**src/rtl/vga_sync_test_01_pkg.sv**
```systemverilog
// Shared 640x480@60 Hz timing constants, coordinate/colour widths and
// small helpers used by the VGA timing generator and test-pattern top.
package vga_sync_test_01_pkg;

    // Coordinate and colour channel widths
    localparam int COORD_W = 10;
    localparam int COLOR_W = 4;

    // Horizontal timing, in pixel clocks
    localparam int H_VISIBLE_D = 640;
    localparam int H_FRONT_D   = 16;
    localparam int H_SYNC_D    = 96;
    localparam int H_BACK_D    = 48;
    localparam int H_TOTAL_D   = H_VISIBLE_D + H_FRONT_D + H_SYNC_D + H_BACK_D;

    // Vertical timing, in lines
    localparam int V_VISIBLE_D = 480;
    localparam int V_FRONT_D   = 10;
    localparam int V_SYNC_D    = 2;
    localparam int V_BACK_D    = 33;
    localparam int V_TOTAL_D   = V_VISIBLE_D + V_FRONT_D + V_SYNC_D + V_BACK_D;

    // One pixel worth of colour
    typedef struct packed {
        logic [COLOR_W-1:0] red;
        logic [COLOR_W-1:0] green;
        logic [COLOR_W-1:0] blue;
    } rgb_t;

    // True when pos lies in the half-open window [lo, lo+len)
    function automatic logic in_span(input logic [COORD_W-1:0] pos,
                                     input int lo,
                                     input int len);
        return (int'(pos) >= lo) && (int'(pos) < (lo + len));
    endfunction

endpackage

```
**src/rtl/vga_sync_test_01_timing_counter.sv**
```systemverilog
// Column/row raster counters with combinational sync and visible decode.
// Decode is taken straight from the registered counters, so hsync, vsync
// and visible line up with column/row in the same cycle.
module vga_timing_counter
    import vga_sync_test_01_pkg::*;
#(
    parameter int H_VISIBLE = H_VISIBLE_D,
    parameter int H_FRONT   = H_FRONT_D,
    parameter int H_SYNC    = H_SYNC_D,
    parameter int H_BACK    = H_BACK_D,
    parameter int V_VISIBLE = V_VISIBLE_D,
    parameter int V_FRONT   = V_FRONT_D,
    parameter int V_SYNC    = V_SYNC_D,
    parameter int V_BACK    = V_BACK_D
) (
    input  logic               clk,
    input  logic               reset,
    output logic [COORD_W-1:0] column,
    output logic [COORD_W-1:0] row,
    output logic               visible,
    output logic               hsync,
    output logic               vsync
);

    localparam int H_TOTAL = H_VISIBLE + H_FRONT + H_SYNC + H_BACK;
    localparam int V_TOTAL = V_VISIBLE + V_FRONT + V_SYNC + V_BACK;

    // Last legal coordinate on each axis; the counters wrap after these
    localparam logic [COORD_W-1:0] H_LAST = COORD_W'(H_TOTAL - 1);
    localparam logic [COORD_W-1:0] V_LAST = COORD_W'(V_TOTAL - 1);

    // Sync pulses start right after the front porch
    localparam int H_SYNC_START = H_VISIBLE + H_FRONT;
    localparam int V_SYNC_START = V_VISIBLE + V_FRONT;

    // Raster scan: column every clock, row on column wrap, both wrap at frame end
    always_ff @(posedge clk or posedge reset) begin
        if (reset) begin
            column <= '0;
            row    <= '0;
        end else if (column == H_LAST) begin
            column <= '0;
            if (row == V_LAST) begin
                row <= '0;
            end else begin
                row <= row + 1'b1;
            end
        end else begin
            column <= column + 1'b1;
        end
    end

    // Active-low syncs and the visible window, decoded from the current position
    always_comb begin
        hsync   = ~in_span(column, H_SYNC_START, H_SYNC);
        vsync   = ~in_span(row, V_SYNC_START, V_SYNC);
        visible = in_span(column, 0, H_VISIBLE) && in_span(row, 0, V_VISIBLE);
    end

endmodule

```
**src/rtl/vga_sync_test_01.sv**
```systemverilog
// 640x480@60 Hz VGA timing generator with a fixed test pattern.
// Inside the visible window red follows column[7:4], green follows
// row[7:4] and blue is their XOR, giving 16-pixel bands and a checker
// of colours; outside the window all channels are driven black.
module vga_sync_test_01
    import vga_sync_test_01_pkg::*;
#(
    parameter int H_VISIBLE = H_VISIBLE_D,
    parameter int H_FRONT   = H_FRONT_D,
    parameter int H_SYNC    = H_SYNC_D,
    parameter int H_BACK    = H_BACK_D,
    parameter int V_VISIBLE = V_VISIBLE_D,
    parameter int V_FRONT   = V_FRONT_D,
    parameter int V_SYNC    = V_SYNC_D,
    parameter int V_BACK    = V_BACK_D
) (
    input  logic               clk,
    input  logic               reset,
    output logic               visible,
    output logic               hsync,
    output logic               vsync,
    output logic [COORD_W-1:0] column,
    output logic [COORD_W-1:0] row,
    output logic [COLOR_W-1:0] red,
    output logic [COLOR_W-1:0] green,
    output logic [COLOR_W-1:0] blue
);

    rgb_t pix;

    vga_timing_counter #(
        .H_VISIBLE (H_VISIBLE),
        .H_FRONT   (H_FRONT),
        .H_SYNC    (H_SYNC),
        .H_BACK    (H_BACK),
        .V_VISIBLE (V_VISIBLE),
        .V_FRONT   (V_FRONT),
        .V_SYNC    (V_SYNC),
        .V_BACK    (V_BACK)
    ) u_timing (
        .clk     (clk),
        .reset   (reset),
        .column  (column),
        .row     (row),
        .visible (visible),
        .hsync   (hsync),
        .vsync   (vsync)
    );

    // Test pattern from the current position; black during blanking
    always_comb begin
        pix = '0;
        if (visible) begin
            pix.red   = column[7:4];
            pix.green = row[7:4];
            pix.blue  = column[7:4] ^ row[7:4];
        end
    end

    assign red   = pix.red;
    assign green = pix.green;
    assign blue  = pix.blue;

endmodule

```
**config.mk**
```make
export PLATFORM = sky130hd
export DESIGN_NAME = vga_sync_test_01
export DESIGN_NICKNAME = d
export VERILOG_FILES = /design/src/rtl/vga_sync_test_01_pkg.sv /design/src/rtl/vga_sync_test_01_timing_counter.sv /design/src/rtl/vga_sync_test_01.sv
export SDC_FILE = /design/constraint.sdc
export NUM_CORES = 1
export LEC_CHECK = 0
export BUFFER_PORTS_ARGS = -buffer_cell sky130_fd_sc_hd__buf_4
export CORE_MARGIN = 1.5
export CORE_UTILIZATION = 35
export CTS_BUF_LIST = sky130_fd_sc_hd__clkbuf_4 sky130_fd_sc_hd__clkbuf_8 sky130_fd_sc_hd__clkbuf_16
export CTS_CLUSTER_SIZE = 12
export DETAILED_ROUTE_END_ITERATION = 10
export PLACE_DENSITY = 0.56
export SKIP_CTS_REPAIR_TIMING = 1
export SLEW_MARGIN = 20
export SYNTH_ARGS = -nofsm -noshare
export SYNTH_HDL_FRONTEND = slang
export SYNTH_SLANG_ARGS = --single-unit
```
**constraint.sdc**
```tcl
create_clock -name clk -period 5.74 [get_ports clk]
set_input_delay 0.574 -clock clk [delete_from_list [all_inputs] [get_ports clk]]
set_output_delay 0.574 -clock clk [all_outputs]
set_load 0.01 [all_outputs]
```
==> results of run 1 <==
==> report_power, final <==
part	internal (W)	leakage [nW]	switching (W)
registers	0.000141	0.265	0
logic	0.000000461	0.414	0.00000273
clock network	0.0000388	0.0210	0.0000488
==> metrics by stage <==
stage | std cells | worst slack [ps] | total power [W]
2_1_floorplan | 129 | 3530 | 0.000146
3_3_place_gp | 202 | 3560 | 0.000147
4_1_cts | 206 | 3260 | 0.000231
5_1_grt | 206 | 3070 | 0.000237
6_report | 206 | 3250 | 0.000232
3_5_place_dp | 202 | 3500 | 0.000147
==> kinds of logic (layout without fill, tap and decap cells) <==
logic type | count (synthesis) | after routing | share of synthesized area (%)
and+or+nand+nor | 64 | 64 | 29.5
DFF | 20 | 20 | 42.3
xor gates and xnor gates | 17 | 17 | 12.6
buffers and inverters | 14 | 47 | 6.14
AOI/OAI and AO/OA | 10 | 10 | 5.18
adders and majority gates | 4 | 4 | 4.23
==> critical path, stage by stage (launching register included) <==
cell and delay [ps]:
dfrtp_1 540, and3_1 260, nand2_1 110, nand3b_1 190, inv_1 150, and2_2 210
buf_4 140
==> routing by layer <==
metal	track usage, %	part of all wire (%)	wire [um]	up-vias
met5	0	0	0	-
met4	6.52	1.5	42	0
met3	2.10	4.4	122	5
met2	25.8	47	1310	37
met1	21.2	47	1280	492
li1	-	-	-	504
==> path summary, 6_finish.rpt <==
path | startpoint | end | slack, ps | depth (start not counted)
setup / recovery | u_timing.row[5] | red[1] | 3250 | 6
hold / removal | reset | u_timing.column[3] | 380 | 2
setup reg to reg | u_timing.column[0] | u_timing.row[9] | 3480 | 5
hold reg to reg | u_timing.column[0] | u_timing.column[0] | 560 | 1
max in group asynchronous | reset | u_timing.row[4] | 4880 | 2
min in group clk | u_timing.column[0] | u_timing.column[0] | 560 | 1
==> cells in the final DEF (no fill, tap or decap), drive strengths merged <==
cell type	count
and3	4
nor3	4
nor4	4
nor2	13
ha	4
nor4b	2
nand3b	1
inv	7
and2	9
buf	36
nand2	6
xor2	7
a21oi	1
a22o	1
clkbuf	4
dfrtp	20
o21ai	5
nand4	3
nand3	13
xnor2	10
or4	1
nor2b	1
nor3b	1
o21a	1
or3	2
o31ai	2
==> sequential cells by signal, indices dropped and copies added, names as in the netlist <==
signal	count
u_timing.row	10
u_timing.column	10
==> layout make-up <==
cell class,instances,area (um^2)
fillers,305,1630
multi-input cells,95,609
flip-flops and latches,20,500
repair buffers,36,270
well taps,44,55.1
clock buffers,4,36.3
inverters,7,26.3
==> key figures, run 1 <==
Global route
  • First-pass GRT wire length: between 4000 and 5000 um
  • Initial antenna violation count: 0
  • Gr ovfl total: 0
  • Aggregate global-route resource usage: approximately 16%
  • Pin count of the biggest net entering global routing: 21
  • Vias in the first global route: 919

Place
  • Port-buffer cells: 36
  • Cell area after placement: approximately 1500 um^2
  • RD Place Congestion: between 0.7 and 0.8
  • DP Wirelength: just over 2000 um

Clock tree
  • H-tree levels: 1
  • Clock latency on the worst-skew pair: about 310 ps
  • Clock tree buffer depth: 2
  • Clock-pin slew on the worst setup and hold paths: around 120 ps
  • CTS tree: done
  • Root Driver: clkbuf_4
  • Sink Count: 20
  • Num CTS Buffers: 3

STA
  • Rel. slew slack: roughly 46%
  • Unrepaired setup endpoints after global routing: no
  • Min Hold Slack: between 300 and 400 ps
  • Period utilization: between 40 and 50%
  • Hold Fails Final Rpt: 0
  • # setup viols final: 0
  • Fin Setup TNS: 0 ps
  • Max Clock Skew: a little under 4 ps
  • Highest Clock Rate: 401 MHz
  • Final min period: between 2000 and 2500 ps
  • Pin slew with the least headroom to its limit: ~800 ps
  • Max-slew violations: 0

Yosys
  • Post-synthesis sequential area ratio: 42.3%
  • Gate Count Post-Synth: around 130
  • Yosys top cell by area: dfrtp_1
  • Synth Area per Inst: between 9 and 10 um^2
  • Unique masters post-synth: 31
  • Synth async-reset ratio: 100%
  • Number of flops mapped to enable cells by yosys: 0
  • Post-synth top cells: dfrtp_1, nand3_1, nor2_1, xnor2_1
  • Mapped cell area: between 1000 and 1500 um^2
  • Most numerous cell in the Yosys netlist: dfrtp_1
  • Post-Syn Nets: approximately 140
  • Synth warnings: 0
  • #FFs+latches synth: 20
  • Synth top area cells: dfrtp_1, xnor2_1, nand3_1
  • Post-synth top area share: a little over two fifths
  • Top_reg_cell synth: dfrtp_1

Critical path
  • Crit-path max FO: 9
  • CP Launch Type: register
  • Worst EP arrival: 1920 ps
  • WP data required: slightly above 5000 ps
  • Critical path class: reg -> out
  • Setup crit end kind: output pin

Final layout
  • Fraction of layout cells with a size suffix above 1: between 20% and 30%
  • Antenna diode count: 0
  • Area delta synth->final: 26.7%
  • Design area: 1500 um^2
  • Fin nets: approximately 170
  • Final Util: a little under half

Run
  • Max-Cap Viols: 0

Routing
  • Total wire length: roughly 2800 um
  • Post-DRT Antenna Nets: 0
  • Post-route DRC: 0
  • Drt wl/cell: about 13 um
  • Vias per cell: 5.04
  • Drt pass-1 iters: 4
  • Via Count: between 1,000 and 1,500
  • Iter 0 DRT Violations: 39

Die
  • Die footprint: approximately 3700 um^2
  • Starting density of the core: a little under two fifths
  • DIE HEIGHT: between 60 and 70 um
  • # rows: 20
  • Die W: ~61 um
  • Count of boundary I/O pins: 37
  • Core area: 3130 um^2

Pwr
  • Peak supply drop: about 84 uV
  • Pwr dens: between 150 and 200 nW/um^2
  • Pleak: ~0.70 nW

Status
  • Status: complete, no violations

Hold path
  • Worst min path class: in -> async
Note: power is estimated with default switching activity, not from simulation.
==> inputs of run 2 (changes only) <==
- PLACE_DENSITY: 0.56 -> 0.59
- clock period: 5.74 -> 2.01 ns (I/O delays scaled with it)
==> key figures, run 2 (synthesized netlist as in run 1, its figures left out) <==
Clock tree
  • CTS tree: done
  • Sink Count: 20 (unchanged)
  • Num CTS Buffers: 3 (unchanged)
  • H-tree levels: 1 (unchanged)
  • Clock tree buffer depth: 2 (unchanged)
  • Root Driver: clkbuf_4
  • Clock latency on the worst-skew pair: 290 ps (-20 ps)
  • Clock-pin slew on the worst setup and hold paths: 100 ps (-20 ps)

Critical path
  • Worst Path Buf+Inv: 2 (unchanged)
  • Most used cell, CP: buf_4
  • Worst path cell trace: and3_1 > nand2_1 > nand3b_1 > buf_4 > nor2_1 > buf_4
  • Largest delay share family, worst path: simple AND/OR/NAND/NOR gates
  • Crit-path max FO: 4 (-5)
  • Critical path class: reg -> out
  • R2R Path End: u_timing.row[9]
  • Setup crit end kind: output pin
  • WP data required: 1810 ps (-3360 ps)
  • R2R Path Start: u_timing.column[0]
  • CP max stage cell: dfrtp_2
  • CP Launch Type: register
  • R2R Setup Slk: 180 ps (-3300 ps)
  • Register-to-Register Path Depth: 5 (unchanged)
  • CP startpoint: u_timing.row[6]
  • Worst EP arrival: 1680 ps (-240 ps)
  • Crit path depth: 6 (unchanged)
  • Setup crit end: blue[2]
  • Critical Path Max Stage Delay: 420 ps (-120 ps)

STA
  • Max Clock Skew: 2.33 ps (-1.60 ps)
  • Pin slew with the least headroom to its limit: 746 ps (-50.3 ps)
  • Highest Clock Rate: 531 MHz
  • Rel. slew slack: 50.2% (+3.7 points)
  • # setup viols final: 0 (unchanged)
  • Max-slew violations: 0 (unchanged)
  • Hold Fails Final Rpt: 0 (unchanged)
  • Final min period: 1880 ps
  • Unrepaired setup endpoints after global routing: no
  • Period utilization: a little over nine tenths
  • Setup ws final: 125 ps (-3120 ps)
  • Min Hold Slack: 25.5 ps (-352 ps)

Routing
  • Vias per cell: 4.81 (-4.5%)
  • Post-route DRC: 0 (unchanged)
  • Via Count: 1,054 (+1.5%)
  • Iter 0 DRT Violations: 26 (-33%)
  • Post-DRT Antenna Nets: 0 (unchanged)
  • Drt wl/cell: 12.7 um (-4.9%)
  • Total wire length: 2790 um (+1.1%)
  • Drt pass-1 iters: 3 (-1)

Final layout
  • Fillers: 302 (-0.98%)
  • Area delta synth->final: 34.5%
  • Leading cell types in the layout, fill and taps excluded: buf_4, dfrtp_1, nand3_1, nor2_1, xnor2_1
  • Final Util: 50.8% (+3.0 points)
  • Design area: 1590 um^2 (+6.2%)
  • Fin nets: 183 (+8.3%)
  • Commonest non-fill, non-tap cell in the layout: buf_4
  • Fraction of layout cells with a size suffix above 1: 33.7% (+6.6 points)
  • Antenna diode count: 0 (unchanged)
  • Storage cell area: 502 um^2 (+0.25%)
  • Largest registers: u_timing.column: 10 flops, u_timing.row: 10 flops
  • Area of the multi-input gates: 609 um^2 (unchanged)
  • Layout Cells excl Fill: 219 (+6.3%)

Global route
  • First-pass GRT wire length: 4580 um (+4.4%)
  • Pin count of the biggest net entering global routing: 21 (unchanged)
  • Vias in the first global route: 975 (+6.1%)
  • Initial antenna violation count: 0 (unchanged)
  • Gr ovfl total: 0 (unchanged)
  • Aggregate global-route resource usage: 16.3% (+0.44 points)

Pwr
  • Peak supply drop: 227 uV (+170%)
  • Pwr dens: 375 nW/um^2 (+140%)
  • Pleak: 0.763 nW (+9.0%)

Place
  • Port-buffer cells: 36 (unchanged)
  • Cell area after placement: 1540 um^2 (+5.7%)
  • RD Place Congestion: 0.841 (+9.4%)
  • DP Wirelength: 2170 um (+5.5%)
  • Pre-CTS setup slack: 199 ps (-3300 ps)
  • Placed Cells: 213 (+5.4%)

Die
  • Starting density of the core: 37.8% (unchanged)
  • # rows: 20 (unchanged)
  • DIE HEIGHT: 61.1 um (unchanged)
  • Die W: 61.1 um (unchanged)
  • Count of boundary I/O pins: 37 (unchanged)
  • Die footprint: 3740 um^2 (unchanged)
  • Core area: 3130 um^2 (unchanged)

Hold path
  • Worst min path class: in -> async

Run
  • Max-Cap Viols: 0 (unchanged)

Status
  • Status: complete, no violations
run 2: layout make-up:
class	count	area share (%)
clock buffer	3	1.42
multi-input combinational	95	38.3
sequential	20	31.5
tap	44	3.46
inverter	7	1.65
timing repair buffer	50	23.6
run 2: worst register-to-register path, cell delays in order, from the launching register on:
cell and delay, ps:
dfrtp_1 370, ha_1 220, nand4_1 140, or3_1 480
or4_1 420, a21oi_1 130
run 2: stage by stage:
step,total power [W],setup TNS [ps]
floorplan,0.000416,-38.9
global placement,0.000420,0
detailed placement,0.000420,0
CTS,0.000609,-387
global route,0.000624,0
finish,0.000596,0
run 2: per-layer routing:
layer | GRT usage [%] | wire length (um)
met1 | 22.6 | 1350
met2 | 26.9 | 1310
met3 | 1.89 | 100
met4 | 4.66 | 22
met5 | 0 | 0
run 2: report_power, final:
| part | internal [W] | switching [W] |
|---|---|---|
| registers | 0.000402 | 0 |
| logic | 0.00000132 | 0.00000761 |
| clock network | 0.0000698 | 0.000115 |
run 2: how the worst min path moves through the flow:
stage	cells past startpoint	start	endpoint	slack, ps
after floorplan	1	reset	u_timing.column[0]	160
final	2	reset	u_timing.column[5]	30
after global placement	2	reset	u_timing.column[7]	380
after CTS	2	reset	u_timing.column[5]	60
after global routing	2	reset	u_timing.column[5]	90
after detailed placement	2	reset	u_timing.column[6]	400
